$ cat src/rtl/anim_pkg.sv
// anim_pkg: shared types and default constants for the Iori animation sequencer.
//   char_state_t  - 8-bit animation state code, shared with sprite stage and game logic
//   *_DEF         - default frame counts, hold length and strike frame
package anim_pkg;

    typedef enum logic [7:0] {
        ST_STAND   = 8'd0,
        ST_ATTACK  = 8'd1,
        ST_MOVEL   = 8'd2,
        ST_MOVER   = 8'd3,
        ST_DEFENSE = 8'd4,
        ST_HURT    = 8'd5
    } char_state_t;

    localparam int unsigned FRAME_W            = 8;
    localparam int unsigned HOLD_W             = 8;

    localparam int unsigned FRAME_HOLD_DEF     = 6;
    localparam int unsigned N_STAND_DEF        = 9;
    localparam int unsigned N_FORWARD_DEF      = 10;
    localparam int unsigned N_BACKWARD_DEF     = 9;
    localparam int unsigned N_ATTACK_DEF       = 6;
    localparam int unsigned N_DEFENSE_DEF      = 1;
    localparam int unsigned N_HURT_DEF         = 5;
    localparam int unsigned ATTACK_HIT_FRM_DEF = 3;

endpackage

$ cat src/rtl/frame_tick_gen.sv
// frame_tick_gen: frame_clk rising-edge detector plus per-frame hold counter.
//   clk_i, rst_i   - system clock, async active-high reset
//   frame_clk_i    - frame clock level (Clk domain)
//   clr_i          - animation state is changing on this tick; restart hold count
//   tick_c_o       - one Clk high per frame_clk rising edge (combinational)
//   adv_c_o        - tick on which the current animation frame should advance
module frame_tick_gen
    import anim_pkg::*;
#(
    parameter int unsigned FRAME_HOLD = FRAME_HOLD_DEF
) (
    input  logic clk_i,
    input  logic rst_i,
    input  logic frame_clk_i,
    input  logic clr_i,
    output logic tick_c_o,
    output logic adv_c_o
);

    logic              frame_clk_q;
    logic [HOLD_W-1:0] hold_q;
    logic [HOLD_W-1:0] hold_d;

    assign tick_c_o = frame_clk_i & ~frame_clk_q;
    // A state change wins over an advance: the new animation starts from a fresh hold.
    assign adv_c_o  = tick_c_o & ~clr_i & (hold_q == HOLD_W'(FRAME_HOLD - 1));

    // Hold counter only moves on ticks.
    always_comb begin
        hold_d = hold_q;
        if (tick_c_o) begin
            if (clr_i || adv_c_o) begin
                hold_d = '0;
            end else begin
                hold_d = hold_q + HOLD_W'(1);
            end
        end
    end

    always_ff @(posedge clk_i or posedge rst_i) begin
        if (rst_i) begin
            frame_clk_q <= 1'b0;
            hold_q      <= '0;
        end else begin
            frame_clk_q <= frame_clk_i;
            hold_q      <= hold_d;
        end
    end

endmodule

$ cat src/rtl/iori_anim_ctrl.sv
// iori_anim_ctrl: animation sequencer for character 2 (Iori), feeding the sprite ROM stage.
//   Clk, Reset       - 50 MHz clock, async active-high reset
//   frame_clk        - ~60 Hz frame clock level; rising edge is one tick
//   key_*            - decoded held player inputs
//   hit              - 1-Clk strike pulse from collision logic
//   character2_state - registered animation state code
//   frame_num        - registered frame index, always < frame count of the state
//   attack_strike    - pulse when the attack reaches its strike frame
//   hit_blocked      - pulse when a pending hit is absorbed by defense
//   anim_done        - pulse when an attack or hurt one-shot completes
module iori_anim_ctrl
    import anim_pkg::*;
#(
    parameter int unsigned FRAME_HOLD     = FRAME_HOLD_DEF,
    parameter int unsigned N_STAND        = N_STAND_DEF,
    parameter int unsigned N_FORWARD      = N_FORWARD_DEF,
    parameter int unsigned N_BACKWARD     = N_BACKWARD_DEF,
    parameter int unsigned N_ATTACK       = N_ATTACK_DEF,
    parameter int unsigned N_DEFENSE      = N_DEFENSE_DEF,
    parameter int unsigned N_HURT         = N_HURT_DEF,
    parameter int unsigned ATTACK_HIT_FRM = ATTACK_HIT_FRM_DEF
) (
    input  logic               Clk,
    input  logic               Reset,
    input  logic               frame_clk,
    input  logic               key_left,
    input  logic               key_right,
    input  logic               key_attack,
    input  logic               key_defend,
    input  logic               hit,
    output logic [FRAME_W-1:0] frame_num,
    output logic [7:0]         character2_state,
    output logic               attack_strike,
    output logic               hit_blocked,
    output logic               anim_done
);

    char_state_t        state_q, state_d, req_c;
    logic [FRAME_W-1:0] frame_q, frame_d, n_cur_c;
    logic               hit_pend_q, hit_pend_d;
    logic               strike_q, strike_d;
    logic               blocked_q, blocked_d;
    logic               done_q, done_d;
    logic               hit_eff_c, tick_c, adv_c, clr_c, oneshot_c;

    frame_tick_gen #(
        .FRAME_HOLD (FRAME_HOLD)
    ) u_tick (
        .clk_i       (Clk),
        .rst_i       (Reset),
        .frame_clk_i (frame_clk),
        .clr_i       (clr_c),
        .tick_c_o    (tick_c),
        .adv_c_o     (adv_c)
    );

    // A hit in the same Clk as the tick is consumed by that tick.
    assign hit_eff_c = hit_pend_q | hit;
    assign oneshot_c = (state_q == ST_ATTACK) || (state_q == ST_HURT);
    assign clr_c     = tick_c & (req_c != state_q);

    // Frame count of the current animation.
    always_comb begin
        n_cur_c = FRAME_W'(N_STAND);
        case (state_q)
            ST_STAND:   n_cur_c = FRAME_W'(N_STAND);
            ST_ATTACK:  n_cur_c = FRAME_W'(N_ATTACK);
            ST_MOVEL:   n_cur_c = FRAME_W'(N_FORWARD);
            ST_MOVER:   n_cur_c = FRAME_W'(N_BACKWARD);
            ST_DEFENSE: n_cur_c = FRAME_W'(N_DEFENSE);
            ST_HURT:    n_cur_c = FRAME_W'(N_HURT);
            default:    n_cur_c = FRAME_W'(N_STAND);
        endcase
    end

    // Requested state on a tick, before one-shot completion.
    always_comb begin
        req_c = state_q;
        if (hit_eff_c && (state_q == ST_DEFENSE)) begin
            req_c = ST_DEFENSE;
        end else if (hit_eff_c && (state_q != ST_HURT)) begin
            req_c = ST_HURT;
        end else if (oneshot_c) begin
            req_c = state_q;
        end else if (key_attack) begin
            req_c = ST_ATTACK;
        end else if (key_defend) begin
            req_c = ST_DEFENSE;
        end else if (key_left && !key_right) begin
            req_c = ST_MOVEL;
        end else if (key_right && !key_left) begin
            req_c = ST_MOVER;
        end else begin
            req_c = ST_STAND;
        end
    end

    // Next state, frame index and event pulses.
    always_comb begin
        state_d    = state_q;
        frame_d    = frame_q;
        hit_pend_d = hit_eff_c;
        strike_d   = 1'b0;
        blocked_d  = 1'b0;
        done_d     = 1'b0;
        if (tick_c) begin
            hit_pend_d = 1'b0;
            if (hit_eff_c && (state_q == ST_DEFENSE)) begin
                blocked_d = 1'b1;
            end
            if (req_c != state_q) begin
                state_d = req_c;
                frame_d = '0;
            end else if (adv_c) begin
                if (frame_q == n_cur_c - FRAME_W'(1)) begin
                    frame_d = '0;
                    if (oneshot_c) begin
                        state_d = ST_STAND;
                        done_d  = 1'b1;
                    end
                end else begin
                    frame_d = frame_q + FRAME_W'(1);
                    if ((state_q == ST_ATTACK) &&
                        (frame_q == FRAME_W'(ATTACK_HIT_FRM) - FRAME_W'(1))) begin
                        strike_d = 1'b1;
                    end
                end
            end
        end
    end

    always_ff @(posedge Clk or posedge Reset) begin
        if (Reset) begin
            state_q    <= ST_STAND;
            frame_q    <= '0;
            hit_pend_q <= 1'b0;
            strike_q   <= 1'b0;
            blocked_q  <= 1'b0;
            done_q     <= 1'b0;
        end else begin
            state_q    <= state_d;
            frame_q    <= frame_d;
            hit_pend_q <= hit_pend_d;
            strike_q   <= strike_d;
            blocked_q  <= blocked_d;
            done_q     <= done_d;
        end
    end

    assign character2_state = state_q;
    assign frame_num        = frame_q;
    assign attack_strike    = strike_q;
    assign hit_blocked      = blocked_q;
    assign anim_done        = done_q;

endmodule

$ cat config.mk
export PLATFORM = sky130hd
export DESIGN_NAME = iori_anim_ctrl
export DESIGN_NICKNAME = d
export VERILOG_FILES = /design/src/rtl/anim_pkg.sv /design/src/rtl/frame_tick_gen.sv /design/src/rtl/iori_anim_ctrl.sv
export SDC_FILE = /design/constraint.sdc
export NUM_CORES = 1
export LEC_CHECK = 0
export ABC_AREA = 1
export CAP_MARGIN = 40
export CORE_AREA = 3 3 69 71
export CTS_CLUSTER_DIAMETER = 200
export CTS_CLUSTER_SIZE = 30
export DETAILED_ROUTE_END_ITERATION = 8
export DIE_AREA = 0 0 72 74
export PLACE_DENSITY_LB_ADDON = 0.25
export SETUP_SLACK_MARGIN = 0.05
export SYNTH_ARGS = -nofsm -noshare
export SYNTH_HDL_FRONTEND = slang
export SYNTH_SLANG_ARGS = --single-unit
export TNS_END_PERCENT = 10
$ cat constraint.sdc
create_clock -name Clk -period 2.55 [get_ports Clk]
set_input_delay 0.3825 -clock Clk [delete_from_list [all_inputs] [get_ports Clk]]
set_output_delay 0.3825 -clock Clk [all_outputs]
set_load 0.02 [all_outputs]
==> run metrics <==
status finished, final reports clean; Power Density 750 nW/um^2; total gr overflow 0; GRT Overall Usage 0.172; ratio of cells with drive above 1 in the final layout 0.139; non-filler instance count after layout 348; gpl congestion 0.855; Inst Count DP 336; r2r endpoint anim_done; top post-synthesis cells by area dfrtp_1, nand2_1, nand3_1; routed vias between 1500 and 2000; Max Cap Viol 0; post-synthesis adder-cell area fraction 0.0405; Fin Hold WS 0.478 ns; Ys Warns 0; placeable core area 4290 um^2; fmax 0.434 GHz; setup_tns 0 ns; count of boundary I/O pins 27; Fin Clk Skew 0.00812 ns; first-pass GRT wire length 7230 um; post-synthesis xor/xnor area fraction 0.0520; ANT cells 0; nets@finish just over 300; # rows 24; # setup viols final 0; Syn Area/Cell 7.33 um^2; ys flop type dfrtp_1; DR DRC count 0; H-Tree Depth 2; largest net degree at the start of global routing 30; number of buffers created by CTS 5; Critical Path RT 2.76 ns; FFs w/ async S/R, synth 1.00; Crit Path Category reg2reg; vias in the first global route 1642; Die W 72 um; leak pwr 0.00121 uW; Critical Path AT 2.51 ns; clk slew on worst S/H paths 0.06 ns; antenna violations before repair 0; Yosys reg bits 29; final WL 4100 um; Synth Area in Compound Gates 0.0229; RSZ-0062 raised after global routing no; Post-synth EDFFs 0; clock latency on the worst-skew pair 0.28 ns; worst reg2reg setup slack 0.25 ns; largest family of logic cells by synthesized area simple AND/OR/NAND/NOR gates; filler cell count 406; sequential fraction of the synthesis area 0.391; crit start category register; Synth top area share 0.391; vias per inst 4.99; Port Buffers 26; class of the worst hold path in2async; Worst R2R Path Depth 16; wire per inst 11.8 um; Simple-Gate Fraction of Synth Area 0.404; Synth top cells by count nand2_1, nor2_1, inv_1; Sink Count 29; Mapped Cells 253; remaining antenna violation count 0; Reg-to-Reg Start character2_state[3]; Peak supply drop 358 uV; Die Height 74 um; minimum clock period 2.30 ns; critical path fanouts, max 5; Final Max Slew Viols 0; cell with the most instances after synthesis nand2_1; CTS Buffer Depth 2; Critical path origin character2_state[3]; Synthesized Nets 267; Mapped Area between 1500 and 2000 um^2; fin crit share 0.903; Area Growth Syn to Fin 27.1%; DR iter-0 viols 109; TritonRoute pass-1 iters 4; CTS tree yes; Hold Vio Cnt, Final 0; proportion of synthesized area in mux cells 0; Initial Util 0.432; post-synth cell types 27; CTS root buf clkbuf_8; biggest area consumer among synthesized cells dfrtp_1; DP Wirelength 3070 um; die area 5330 um^2; Crit. End Element register
-- worst max-delay path by stage --
| stage | cells past startpoint | endpoint |
|---|---|---|
| floorplan | 16 | character2_state[3] |
| global placement | 12 | u_tick.hold_q[4] |
| detailed placement | 12 | u_tick.hold_q[3] |
| CTS | 16 | character2_state[5] |
| global route | 16 | anim_done |
| finish | 16 | anim_done |
-- flip-flops by register name, summed over array words and instances (netlist names) --
name	flops
character2_state	8
u_tick.hold_q	8
u_tick.frame_clk_q	1
anim_done	1
hit_pend_q	1
hit_blocked	1
attack_strike	1
frame_num	8
-- placed cells by master, fill, tap and decap left out, types with 2 or more instances in the layout --
cell type	Yosys	final
a21oi_2	0	2
nor2_4	3	3
dfrtp_1	29	28
nand3_2	2	3
clkdlybuf4s50_1	0	26
nor4_1	3	3
nor2_1	36	36
clkbuf_8	0	6
nor3_1	2	2
nand3_1	30	29
buf_4	1	14
a21oi_1	7	5
nand4_1	17	17
inv_2	1	3
nand2_2	5	5
xor2_1	10	10
nand2_1	57	57
inv_1	33	31
ha_1	6	6
-- cell type report --
cell class	count	area (um^2)	area share
multi-input cells	185	980	0.416
flip-flops and latches	29	727	0.308
repair buffers	40	365	0.155
inverters	35	134	0.0568
clock buffers	7	86.3	0.0366
well taps	52	65.1	0.0276
-- critical path: stages (launching register included) --
cell,delay [ns]
dfrtp_1,0.41
inv_2,0.06
nand2_1,0.08
nor2_1,0.05
nand2_2,0.07
nand2_2,0.08
inv_4,0.07
nand2_1,0.05
ha_1,0.30
nand2_1,0.08
nand3_1,0.09
a21oi_2,0.13
nand3_2,0.10
nor2_4,0.09
nand4_1,0.24
buf_4,0.23
nor2_1,0.09
-- routing by layer --
layer | vias to the layer above | GRT usage | wire (um)
li1 | 897 | - | -
met1 | 787 | 0.232 | 1900
met2 | 48 | 0.279 | 1860
met3 | 5 | 0.0405 | 290
met4 | 0 | 0.0501 | 40
met5 | - | 0 | 0
-- report_power, final --
group | internal [uW] | switching (uW)
registers | 500 | 32.9
logic | 334 | 527
clock network | 213 | 161
total | 1050 | 721
-- cell families after synthesis --
logic type	after synthesis
buffers and inverters	39
XOR/XNOR	11
AND/OR/NAND/NOR	159
flip-flops	29
AO/OA/AOI/OAI	8
other	1
adder cells (fa/ha/maj)	6
-- through the flow --
step	total power (uW)	setup slack (ns)	instance area, um^2	util
after floorplan	1120	0.217	1850	-
after global placement	1340	0.0400	2220	0.517
after detailed placement	1350	0.0486	2220	0.517
after CTS	1740	0.179	2310	0.537
after global routing	1930	0.0454	2360	0.549
final	1770	0.248	2360	0.549
-- what timing repair did --
action / CTS / global route
setup endpoints to repair: 0 / 13
gates resized for setup: 0 / 6
buffers inserted: 0 / 5
hold buffers: 0 / 0
Power figures use the tool's default switching activity.
